===== config.mk =====
export PLATFORM = sky130hd
export DESIGN_NAME = sd_cmd_master_retry_flat
export DESIGN_NICKNAME = d
export VERILOG_FILES = /design/src/rtl/sd_cmd_master_retry_if.sv /design/src/rtl/sd_cmd_master_retry.sv /design/src/flat_wrapper.sv
export SDC_FILE = /design/constraint.sdc
export NUM_CORES = 1
export LEC_CHECK = 0
export CORE_MARGIN = 2
export CORE_UTILIZATION = 40
export DETAILED_ROUTE_END_ITERATION = 7
export GPL_TIMING_DRIVEN = 0
export MAX_ROUTING_LAYER = met4
export PLACE_DENSITY = 0.8
export SLEW_MARGIN = 40
export SYNTH_ARGS = -nofsm -noshare
export SYNTH_HDL_FRONTEND = slang
export SYNTH_SLANG_ARGS = --single-unit
export TNS_END_PERCENT = 10

===== constraint.sdc =====
create_clock -name sd_clk -period 9.8 [get_ports sd_clk]
set_input_delay 1.47 -clock sd_clk [delete_from_list [all_inputs] [get_ports sd_clk]]
set_output_delay 1.47 -clock sd_clk [all_outputs]
set_load 0.05 [all_outputs]

===== src/rtl/sd_cmd_master_retry_if.sv =====
// Signal bundle between the SD command-path master and its host/bench side.
// The master modport is the controller's view; slave is the view of whatever drives it.
interface sd_cmd_master_retry_if #(
   parameter int TIMEOUT_W = 24,
   parameter int RETRY_W   = 2
);
   logic                 start_i;
   logic                 int_status_rst_i;
   logic [31:0]          argument_i;
   logic [13:0]          command_i;
   logic [TIMEOUT_W-1:0] timeout_i;
   logic [RETRY_W-1:0]   retry_max_i;
   logic [119:0]         response_i;
   logic                 crc_ok_i;
   logic                 index_ok_i;
   logic                 finish_i;
   logic                 busy_i;
   logic [1:0]           setting_o;
   logic                 start_xfr_o;
   logic                 go_idle_o;
   logic [39:0]          cmd_o;
   logic [4:0]           int_status_o;
   logic [31:0]          response_0_o;
   logic [31:0]          response_1_o;
   logic [31:0]          response_2_o;
   logic [31:0]          response_3_o;
   logic [RETRY_W-1:0]   retry_cnt_o;
   logic                 busy_o;

   modport master (
      input  start_i, int_status_rst_i, argument_i, command_i, timeout_i, retry_max_i,
             response_i, crc_ok_i, index_ok_i, finish_i, busy_i,
      output setting_o, start_xfr_o, go_idle_o, cmd_o, int_status_o,
             response_0_o, response_1_o, response_2_o, response_3_o, retry_cnt_o, busy_o
   );

   modport slave (
      output start_i, int_status_rst_i, argument_i, command_i, timeout_i, retry_max_i,
             response_i, crc_ok_i, index_ok_i, finish_i, busy_i,
      input  setting_o, start_xfr_o, go_idle_o, cmd_o, int_status_o,
             response_0_o, response_1_o, response_2_o, response_3_o, retry_cnt_o, busy_o
   );
endinterface


===== src/rtl/sd_cmd_master_retry.sv =====
// SD command-path master: issues a command, checks the response and automatically
// re-issues it on CRC/index errors up to a latched retry budget.
module sd_cmd_master_retry #(
   parameter int TIMEOUT_W      = 24,
   parameter int RETRY_W        = 2,
   parameter int RETRY_GAP      = 8,
   parameter int GO_IDLE_CYCLES = 2
) (
   input logic                   sd_clk,
   input logic                   rst,
   sd_cmd_master_retry_if.master bus
);
   localparam int GAP_W  = (RETRY_GAP > 1) ? $clog2(RETRY_GAP) : 1;
   localparam int IDLE_W = (GO_IDLE_CYCLES > 1) ? $clog2(GO_IDLE_CYCLES) : 1;

   typedef enum logic [2:0] {S_IDLE, S_EXECUTE, S_BUSY_WAIT, S_GAP, S_ABORT} state_t;

   state_t               r_state, w_state_nxt;
   logic [39:0]          r_cmd_out;
   logic [1:0]           r_setting;
   logic                 r_idx_chk, r_crc_chk, r_busy_chk;
   logic [TIMEOUT_W-1:0] r_timeout, r_tcnt;
   logic [RETRY_W-1:0]   r_retry_max, r_retry_cnt;
   logic [GAP_W-1:0]     r_gap_cnt;
   logic [IDLE_W-1:0]    r_idle_cnt;
   logic                 r_start_xfr, r_go_idle;
   logic [4:0]           r_int_status;
   logic [31:0]          r_resp0, r_resp1, r_resp2, r_resp3;

   logic       w_accept, w_attempt, w_xfr_stop, w_retry, w_abort, w_status_we;
   logic [4:0] w_status_val;
   logic       w_crc_err, w_idx_err, w_expire, w_gap_done, w_abort_done;

   assign w_crc_err    = r_crc_chk & ~bus.crc_ok_i;
   assign w_idx_err    = r_idx_chk & ~bus.index_ok_i;
   // An attempt keeps start_xfr_o high for exactly timeout_i cycles before expiring.
   assign w_expire     = (r_timeout != '0) && ((r_tcnt + 1'b1) == r_timeout);
   assign w_gap_done   = (r_gap_cnt == GAP_W'(RETRY_GAP - 1));
   assign w_abort_done = (r_idle_cnt == IDLE_W'(GO_IDLE_CYCLES - 1));

   always_ff @(posedge sd_clk or posedge rst) begin
      if (rst) r_state <= S_IDLE;
      else     r_state <= w_state_nxt;
   end

   // NOTE: every output of this block gets a default first so no latch is inferred.
   always_comb begin
      w_state_nxt  = r_state;
      w_accept     = 1'b0;
      w_attempt    = 1'b0;
      w_xfr_stop   = 1'b0;
      w_retry      = 1'b0;
      w_abort      = 1'b0;
      w_status_we  = 1'b0;
      w_status_val = 5'b00000;
      unique case (r_state)
         S_IDLE: if (bus.start_i) begin
            w_accept    = 1'b1;
            w_attempt   = 1'b1;
            w_state_nxt = S_EXECUTE;
         end
         S_EXECUTE: if (bus.finish_i) begin
            w_xfr_stop = 1'b1;
            if (w_crc_err || w_idx_err) begin
               if (r_retry_cnt < r_retry_max) begin
                  w_retry     = 1'b1;
                  w_state_nxt = S_GAP;
               end else begin
                  w_status_we  = 1'b1;
                  w_status_val = {w_idx_err, w_crc_err, 3'b011};
                  w_state_nxt  = S_IDLE;
               end
            end else if (r_busy_chk && bus.busy_i) begin
               w_state_nxt = S_BUSY_WAIT;
            end else begin
               w_status_we  = 1'b1;
               w_status_val = 5'b00001;
               w_state_nxt  = S_IDLE;
            end
         end else if (w_expire) begin
            w_xfr_stop   = 1'b1;
            w_abort      = 1'b1;
            w_status_we  = 1'b1;
            w_status_val = 5'b00110;
            w_state_nxt  = S_ABORT;
         end
         S_BUSY_WAIT: if (!bus.busy_i) begin
            w_status_we  = 1'b1;
            w_status_val = 5'b00001;
            w_state_nxt  = S_IDLE;
         end else if (w_expire) begin
            w_abort      = 1'b1;
            w_status_we  = 1'b1;
            w_status_val = 5'b00110;
            w_state_nxt  = S_ABORT;
         end
         S_GAP: if (w_gap_done) begin
            w_attempt   = 1'b1;
            w_state_nxt = S_EXECUTE;
         end
         S_ABORT: if (w_abort_done) w_state_nxt = S_IDLE;
         default: w_state_nxt = S_IDLE;
      endcase
   end

   // NOTE: sequential state uses non-blocking assignments so all registers update together.
   always_ff @(posedge sd_clk or posedge rst) begin
      if (rst) begin
         r_cmd_out    <= '0;
         r_setting    <= '0;
         r_idx_chk    <= 1'b0;
         r_crc_chk    <= 1'b0;
         r_busy_chk   <= 1'b0;
         r_timeout    <= '0;
         r_tcnt       <= '0;
         r_retry_max  <= '0;
         r_retry_cnt  <= '0;
         r_gap_cnt    <= '0;
         r_idle_cnt   <= '0;
         r_start_xfr  <= 1'b0;
         r_go_idle    <= 1'b0;
         r_int_status <= '0;
         r_resp0      <= '0;
         r_resp1      <= '0;
         r_resp2      <= '0;
         r_resp3      <= '0;
      end else begin
         if (w_accept) begin
            r_cmd_out   <= {2'b01, bus.command_i[13:8], bus.argument_i};
            r_setting   <= bus.command_i[1:0];
            r_idx_chk   <= bus.command_i[4];
            r_crc_chk   <= bus.command_i[3];
            r_busy_chk  <= bus.command_i[2];
            r_timeout   <= bus.timeout_i;
            r_retry_max <= bus.retry_max_i;
            r_retry_cnt <= '0;
         end
         if (w_retry) r_retry_cnt <= r_retry_cnt + 1'b1;

         if (w_attempt) begin
            r_start_xfr <= 1'b1;
            r_tcnt      <= '0;
         end else if (r_state == S_EXECUTE || r_state == S_BUSY_WAIT) begin
            r_tcnt <= r_tcnt + 1'b1;
         end
         if (w_xfr_stop) r_start_xfr <= 1'b0;

         if (r_state == S_EXECUTE && bus.finish_i) begin
            r_resp0 <= bus.response_i[119:88];
            r_resp1 <= bus.response_i[87:56];
            r_resp2 <= bus.response_i[55:24];
            r_resp3 <= {bus.response_i[23:0], 8'h00};
         end

         r_gap_cnt  <= (r_state == S_GAP)   ? r_gap_cnt + 1'b1  : '0;
         r_idle_cnt <= (r_state == S_ABORT) ? r_idle_cnt + 1'b1 : '0;
         if (w_abort)                               r_go_idle <= 1'b1;
         else if (r_state == S_ABORT && w_abort_done) r_go_idle <= 1'b0;

         // A status write takes priority over a coincident clear request.
         if (w_status_we)                          r_int_status <= w_status_val;
         else if (w_accept || bus.int_status_rst_i) r_int_status <= '0;
      end
   end

   assign bus.cmd_o        = r_cmd_out;
   assign bus.setting_o    = r_setting;
   assign bus.start_xfr_o  = r_start_xfr;
   assign bus.go_idle_o    = r_go_idle;
   assign bus.int_status_o = r_int_status;
   assign bus.response_0_o = r_resp0;
   assign bus.response_1_o = r_resp1;
   assign bus.response_2_o = r_resp2;
   assign bus.response_3_o = r_resp3;
   assign bus.retry_cnt_o  = r_retry_cnt;
   assign bus.busy_o       = (r_state != S_IDLE);
endmodule


===== src/flat_wrapper.sv =====
// flat-port wrapper written by rule: the top's interface ports become plain ports
module sd_cmd_master_retry_flat 
#(
   parameter int TIMEOUT_W      = 24,
   parameter int RETRY_W        = 2,
   parameter int RETRY_GAP      = 8,
   parameter int GO_IDLE_CYCLES = 2
)
  (sd_clk, rst, bus_start_i, bus_int_status_rst_i, bus_argument_i, bus_command_i, bus_timeout_i, bus_retry_max_i, bus_response_i, bus_crc_ok_i, bus_index_ok_i, bus_finish_i, bus_busy_i, bus_setting_o, bus_start_xfr_o, bus_go_idle_o, bus_cmd_o, bus_int_status_o, bus_response_0_o, bus_response_1_o, bus_response_2_o, bus_response_3_o, bus_retry_cnt_o, bus_busy_o);
  sd_cmd_master_retry_if #(.TIMEOUT_W(TIMEOUT_W), .RETRY_W(RETRY_W)) bus_i ();
  input logic sd_clk;
  input logic rst;
  input wire logic [$bits(bus_i.start_i)-1:0] bus_start_i;
  input wire logic [$bits(bus_i.int_status_rst_i)-1:0] bus_int_status_rst_i;
  input wire logic [$bits(bus_i.argument_i)-1:0] bus_argument_i;
  input wire logic [$bits(bus_i.command_i)-1:0] bus_command_i;
  input wire logic [$bits(bus_i.timeout_i)-1:0] bus_timeout_i;
  input wire logic [$bits(bus_i.retry_max_i)-1:0] bus_retry_max_i;
  input wire logic [$bits(bus_i.response_i)-1:0] bus_response_i;
  input wire logic [$bits(bus_i.crc_ok_i)-1:0] bus_crc_ok_i;
  input wire logic [$bits(bus_i.index_ok_i)-1:0] bus_index_ok_i;
  input wire logic [$bits(bus_i.finish_i)-1:0] bus_finish_i;
  input wire logic [$bits(bus_i.busy_i)-1:0] bus_busy_i;
  output wire logic [$bits(bus_i.setting_o)-1:0] bus_setting_o;
  output wire logic [$bits(bus_i.start_xfr_o)-1:0] bus_start_xfr_o;
  output wire logic [$bits(bus_i.go_idle_o)-1:0] bus_go_idle_o;
  output wire logic [$bits(bus_i.cmd_o)-1:0] bus_cmd_o;
  output wire logic [$bits(bus_i.int_status_o)-1:0] bus_int_status_o;
  output wire logic [$bits(bus_i.response_0_o)-1:0] bus_response_0_o;
  output wire logic [$bits(bus_i.response_1_o)-1:0] bus_response_1_o;
  output wire logic [$bits(bus_i.response_2_o)-1:0] bus_response_2_o;
  output wire logic [$bits(bus_i.response_3_o)-1:0] bus_response_3_o;
  output wire logic [$bits(bus_i.retry_cnt_o)-1:0] bus_retry_cnt_o;
  output wire logic [$bits(bus_i.busy_o)-1:0] bus_busy_o;
  assign bus_i.start_i = bus_start_i;
  assign bus_i.int_status_rst_i = bus_int_status_rst_i;
  assign bus_i.argument_i = bus_argument_i;
  assign bus_i.command_i = bus_command_i;
  assign bus_i.timeout_i = bus_timeout_i;
  assign bus_i.retry_max_i = bus_retry_max_i;
  assign bus_i.response_i = bus_response_i;
  assign bus_i.crc_ok_i = bus_crc_ok_i;
  assign bus_i.index_ok_i = bus_index_ok_i;
  assign bus_i.finish_i = bus_finish_i;
  assign bus_i.busy_i = bus_busy_i;
  assign bus_setting_o = bus_i.setting_o;
  assign bus_start_xfr_o = bus_i.start_xfr_o;
  assign bus_go_idle_o = bus_i.go_idle_o;
  assign bus_cmd_o = bus_i.cmd_o;
  assign bus_int_status_o = bus_i.int_status_o;
  assign bus_response_0_o = bus_i.response_0_o;
  assign bus_response_1_o = bus_i.response_1_o;
  assign bus_response_2_o = bus_i.response_2_o;
  assign bus_response_3_o = bus_i.response_3_o;
  assign bus_retry_cnt_o = bus_i.retry_cnt_o;
  assign bus_busy_o = bus_i.busy_o;
  sd_cmd_master_retry #(.TIMEOUT_W(TIMEOUT_W), .RETRY_W(RETRY_W), .RETRY_GAP(RETRY_GAP), .GO_IDLE_CYCLES(GO_IDLE_CYCLES)) u_core (.sd_clk(sd_clk), .rst(rst), .bus(bus_i));
endmodule

# == Yosys cells after proc, flatten, opt, wreduce, memory -nomap -nowiden ==
# Index checks and enable logic that the tools add are counted.
# totals
ff_bits,230
latch_bits,0
ram_bits,0
mem_bits_ro,0
output_inout_bits,180
memories,0
# classes
n_addsub,4
n_mul,0
n_div,0
n_lt_le_gt_ge,1
n_eq_ne,9
shift,0
muxes,49
n_bitwise,4
n_reduce_logical,16
# ops
cell,n
$mux W24,2
$mux W3,10
$mux W5,5
$add A24 B1 Y24 const B,1
$eq A24 B24 Y1,1
$reduce_bool A24 Y1,1
$mux W1,23
$pmux W3 S5,1
$pmux W5 S2,1
$reduce_bool A2 Y1,5
$mux W2,4
$eq A3 B2 Y1 const B,2
$eq A3 B3 Y1 const B,2
$pmux W1 S2,3
$logic_and A1 B1 Y1,4
$ne A2 B1 Y1 const B,2
$add A3 B1 Y3 const B,1
$eq A3 B1 Y1 const B,1
$logic_not A3 Y1,1
$logic_or A1 B1 Y1,3
$reduce_and A3 Y1,1
$reduce_bool A3 Y1,1
$add A2 B1 Y2 const B,1
$and A1 B1 Y1,2
4 further kinds,5

# == Logic depth before layout (Yosys ltp) ==
# logic_depth
depth_word,7
depth_mapped,9
mapped_depth_nobuf,9

# == Worst setup path after synthesis ==
# OpenSTA, ideal clock, no wires.
# synth_timing
kind,reg2reg
start,register u_core.r_tcnt[0]
end,register u_core.r_state[2]
t_arrival_ns,2.884
required_time_ns,9.690
slack_ns,6.806
path_stages_with_launch,10
path_buffers,1
period_less_slack_ns,2.994
cell_sequence,dfrtp_1 > ha_1 > nand3_1 > or3_1 > clkbuf_2 > or3_1 > o2bb2ai_1 > or4b_4 > or4b_4 > o41ai_1
# synth_between
elab_chain_cells,6
elab_cells_between_ends,7
cone_classes,add/sub: 1; eq/ne: 1; mux: 4; reduce/logical: 1
# synth_rtl
element,line,source
"start, declared",sd_cmd_master_retry.sv:22,"logic [TIMEOUT_W-1:0] r_timeout, r_tcnt;"
"start signal, assigned",sd_cmd_master_retry.sv:144,r_tcnt <= r_tcnt + 1'b1;
$add A24 B1 Y24 *,sd_cmd_master_retry.sv:37,assign w_expire = (r_timeout != '0) && ((r_tcnt + 1'b1) == r_timeout);
$eq A24 B24 Y1 *,sd_cmd_master_retry.sv:37,
$logic_and A1 B1 Y1 *,sd_cmd_master_retry.sv:37,
$mux W3 *,-,
$mux W3 (on tied branches),-,
$pmux W3 S5 *,-,
"end signal, assigned",sd_cmd_master_retry.sv:43,else r_state <= w_state_nxt;
"end, declared",sd_cmd_master_retry.sv:18,"state_t r_state, w_state_nxt;"
# Every way passes the cells marked *; elsewhere a longest branch is shown, timed or not.
# A chain may end at the register's enable or synchronous reset.

# == Worst setup path after layout ==
# layout_timing
start,register u_core.r_state[1]
end,output port bus_busy_o
# layout_between
elab_chain_cells,1
# layout_rtl
element,line,source
$reduce_bool A3 Y1,sd_cmd_master_retry.sv:176,assign bus.busy_o = (r_state != S_IDLE);
"end, declared",flat_wrapper.sv:34,output wire logic [$bits(bus_i.busy_o)-1:0] bus_busy_o;
# No other way between the ends.

==> summary.md <==
| Metric | Value |
|---|---|
| Clock slew at reported path FFs | `0.06 ns` |
| Util after Layout | `61.1%` |
| R2R cell count | `9` |
| Library cells used by synthesis | `58` |
| I/O Buffers | `between 300 and 400` |
| Gate Count Post-Synth | `1168` |
| Post-cts sizing count | `0` |
| CTS tree | `built` |
| Count of max-cap constraint violations | `0` |
| Initial Util | `40.4%` |
| Worst reg2reg startpoint | `u_core.r_tcnt[0]$_DFFE_PP0P_` |
| CTS buffer count | `27` |
| Max IR drop VDD | `0.242 mV` |
| Endpoint type of the worst setup path | `output pin` |
| CTS sink cnt | `230` |
| Drt pass-1 iters | `5` |
| Routed via count | `approximately 9600` |
| Core region area | `0.0250 mm^2` |
| Min cycle time layout | `3.72 ns` |
| Path category of the worst min-delay check | `flop to flop` |
| Total track usage | `25.1%` |
| R2r setup slk | `6.33 ns` |
| Area growth, synth to finish | `51.0%` |
| Clock latency on the worst-skew pair | `0.54 ns` |
| Worst EP required | `8.33 ns` |
| Largest net degree at the start of global routing | `80` |
| Worst hold start | `u_core.r_gap_cnt[0]$_DFF_PP0_` |
| Multi-input gate area | `0.00405 mm^2` |
| Setup Buffers After CTS | `0` |
| WP data arrival | `2.25 ns` |
| Setup CP Type | `flop to output pin` |
| CTS max path bufs | `3` |
| Via-to-Cell Ratio | `4.98` |
| Post-Synth Adder-Cell Area | `0.494%` |
| Max Clock Skew | `0.0172 ns` |
| Pwr/cell area | `between 300 and 400 mW/mm^2` |
| Post-route ant nets | `0` |
| Mux cell area share after synthesis | `0%` |
| Yosys reg bits | `230` |
| Post-synth ARST share | `100%` |
| Syn Area/Cell | `8.67 um^2` |
| Post-Synth Simple-Gate Area | `between 20% and 30%` |
| Layout cell share with drive strength beyond 1 | `about 4.8%` |
| Total Wirelength | `roughly 32000 um` |
| Final HPWL from detailed placement | `24200 um` |
| H-tree depth | `1` |
| Largest family of logic cells by synthesized area | `simple AND/OR/NAND/NOR gates` |
| Total power | `~5.7 mW` |
| Final Cycle Share | `37.9%` |
| Chip Width | `163 um` |
| Transition time of the tightest slew-check pin | `around 0.77 ns` |
| Final hold vios | `0` |
| Global-route wire length before repair | `51000 um` |
| Vias in the first global route | `approximately 9600` |
| Ys flop type | `dfrtp_1` |
| Ports | `380` |
| Antenna violations before repair | `1` |
| Grt total ovfl | `0` |
| RSZ-0062 raised after global routing | `no` |
| # setup viols final | `0` |
| Placer Congestion | `0.918` |
| Startpoint Class | `flop` |
| EDFF count, synth | `0` |
| Worst flop-to-flop path endpoint | `u_core.bus.int_status_o[1]$_DFFE_PP0P_` |
| Non-filler cells, final | `1927` |
| Synth warnings | `0` |
| Placed inst area | `0.0143 mm^2` |
| XOR/XNOR Fraction of Synth Area | `2.68%` |
| Nets | `1779` |
| Post-Syn Area | `0.0101 mm^2` |
| Sequential fraction of the synthesis area | `56.8%` |
| Die Area | `0.0266 mm^2` |
| Die height | `163 um` |
| Worst Hold Slack | `0.436 ns` |
| Peak Freq | `0.269 GHz` |
| Register area | `0.00576 mm^2` |
| Remaining DRCs | `0` |
| Slew margin rel. | `a little under half` |
| Post-CTS Hold Buffers | `0` |
| Pleak | `7.23 nW` |
| Detailed Route Iter0 Violations | `roughly 730` |
| Rows | `58` |
| Placed Cells | `1876` |
| Fin area | `0.0153 mm^2` |
| Hold Path Stages | `1` |
| Drt wl/cell | `16.8 um` |
| Post-synthesis compound-gate area fraction | `6.75%` |
| Max Slew Vio Count | `0` |
| Hold path endpoint | `u_core.r_gap_cnt[0]$_DFF_PP0_` |
| Outcome | `finished, final reports clean` |
| Worst-path fanout max | `9` |
| CTS root buf | `clkbuf_16` |
| # fillers | `roughly 2100` |
==> kinds of logic after synthesis <==
group | Yosys count
and+or+nand+nor | 713
DFF | 230
AOI/OAI and AO/OA | 107
buffers and inverters | 82
xor gates and xnor gates | 31
adders and majority gates | 4
other | 1
==> state kept, by name, indices dropped and copies added, names as in the netlist, 3 cells and up <==
name,count
u_core.r_state,3
u_core.bus.response_0_o,32
u_core.r_tcnt,24
u_core.bus.int_status_o,5
u_core.bus.cmd_o,39
u_core.r_timeout,24
u_core.r_gap_cnt,3
u_core.bus.response_3_o,24
u_core.bus.response_1_o,32
u_core.bus.response_2_o,32
==> power breakdown <==
part / switching [mW] / internal [mW] / total, mW
registers: 0.257 / 1.35 / 1.60
clock network: 0.412 / 0.651 / 1.06
logic: 2.05 / 0.962 / 3.01
==> cell type report <==
cell class	instances	area share [%]
Sequential cell	230	37.7
Multi-Input combinational cell	864	26.5
Timing Repair Buffer	370	24.6
Clock buffer	36	4.97
Tap cell	330	2.70
Buffer	72	2.11
Clock inverter	14	1.22
Inverter	10	0.295
Antenna cell	1	0.0164
==> metrics by stage <==
step                TNS, ns  setup slack, ns
floorplan                 0             2.03
CTS                       0             6.06
finish                    0             6.08
global route              0             5.97
detailed placement        0             6.07
global placement    -231.06            -1.02
==> worst max-delay path by stage <==
stage | startpoint | end | slack [ns] | depth (start not counted)
4_1_cts | u_core.r_state[1]$_DFFE_PP0P_ | bus_busy_o | 6.06 | 4
3_3_place_gp | rst | u_core.bus.response_2_o[1]$_DFFE_PP0P_ | -1.02 | 2
6_report | u_core.r_state[1]$_DFFE_PP0P_ | bus_busy_o | 6.08 | 4
3_5_place_dp | bus_finish_i | u_core.bus.response_0_o[11]$_DFFE_PP0P_ | 6.07 | 7
5_1_grt | u_core.r_state[1]$_DFFE_PP0P_ | bus_busy_o | 5.97 | 4
2_1_floorplan | rst | u_core.bus.cmd_o[0]$_DFFE_PP0P_ | 2.03 | 1
==> synth_stat cells, types with 3 or more instances <==
cell	number	area, um^2
nand2_1	590	2210
inv_1	10	37.5
a21o_1	7	52.6
clkbuf_1	53	199
nor3_1	10	50.1
nor4_1	12	75.1
a21oi_1	11	55.1
xnor2_1	22	193
a31oi_1	7	43.8
nor2b_1	7	43.8
o2bb2ai_1	3	26.3
dfrtp_1	230	5760
or3_1	5	31.3
and3_1	9	56.3
o31ai_1	11	82.6
and4_1	4	35.0
buf_4	10	75.1
xor2_1	9	78.8
buf_2	4	20.0
and2_1	4	25.0
or4_1	3	22.5
a22o_1	3	26.3
nand4_1	9	56.3
nor2_1	30	113
ha_1	4	50.1
o21ai_0	44	220
nand4b_1	5	43.8
nand3_1	6	30.0
nand2b_1	3	18.8
o41ai_1	7	61.3
==> per-layer routing <==
| metal | wire length, um | global-route usage (%) |
|---|---|---|
| met5 | 0 | - |
| met2 | 15600 | 40.2 |
| met1 | 13100 | 30.7 |
| met3 | 2600 | 6.02 |
| met4 | 1150 | 9.98 |
==> cell usage in the layout (no fill, tap or decap), types with 5 or more instances in the layout <==
cell	n
a31oi_1	7
nor4_1	11
o31ai_1	11
dfrtp_1	230
nor2_1	30
nand4_1	9
o21ai_0	44
o41ai_1	7
and3_1	9
or3_1	5
clkbuf_1	57
a21o_1	7
clkinv_2	6
conb_1	9
xnor2_1	22
nand4b_1	5
buf_4	10
inv_1	9
nor2b_1	7
nand2_1	590
a21oi_1	11
nand3_1	6
nor3_1	10
clkbuf_16	27
xor2_1	9
clkdlybuf4s50_1	367
clkbuf_8	5
==> worst max-delay path, stage by stage (launching register included) <==
cell and delay, ns:
dfrtp_1 0.36, clkbuf_1 0.19, nor3_1 0.35, inv_1 0.07
clkdlybuf4s50_1 0.73
No activity file was read; power rests on OpenSTA's default activity.
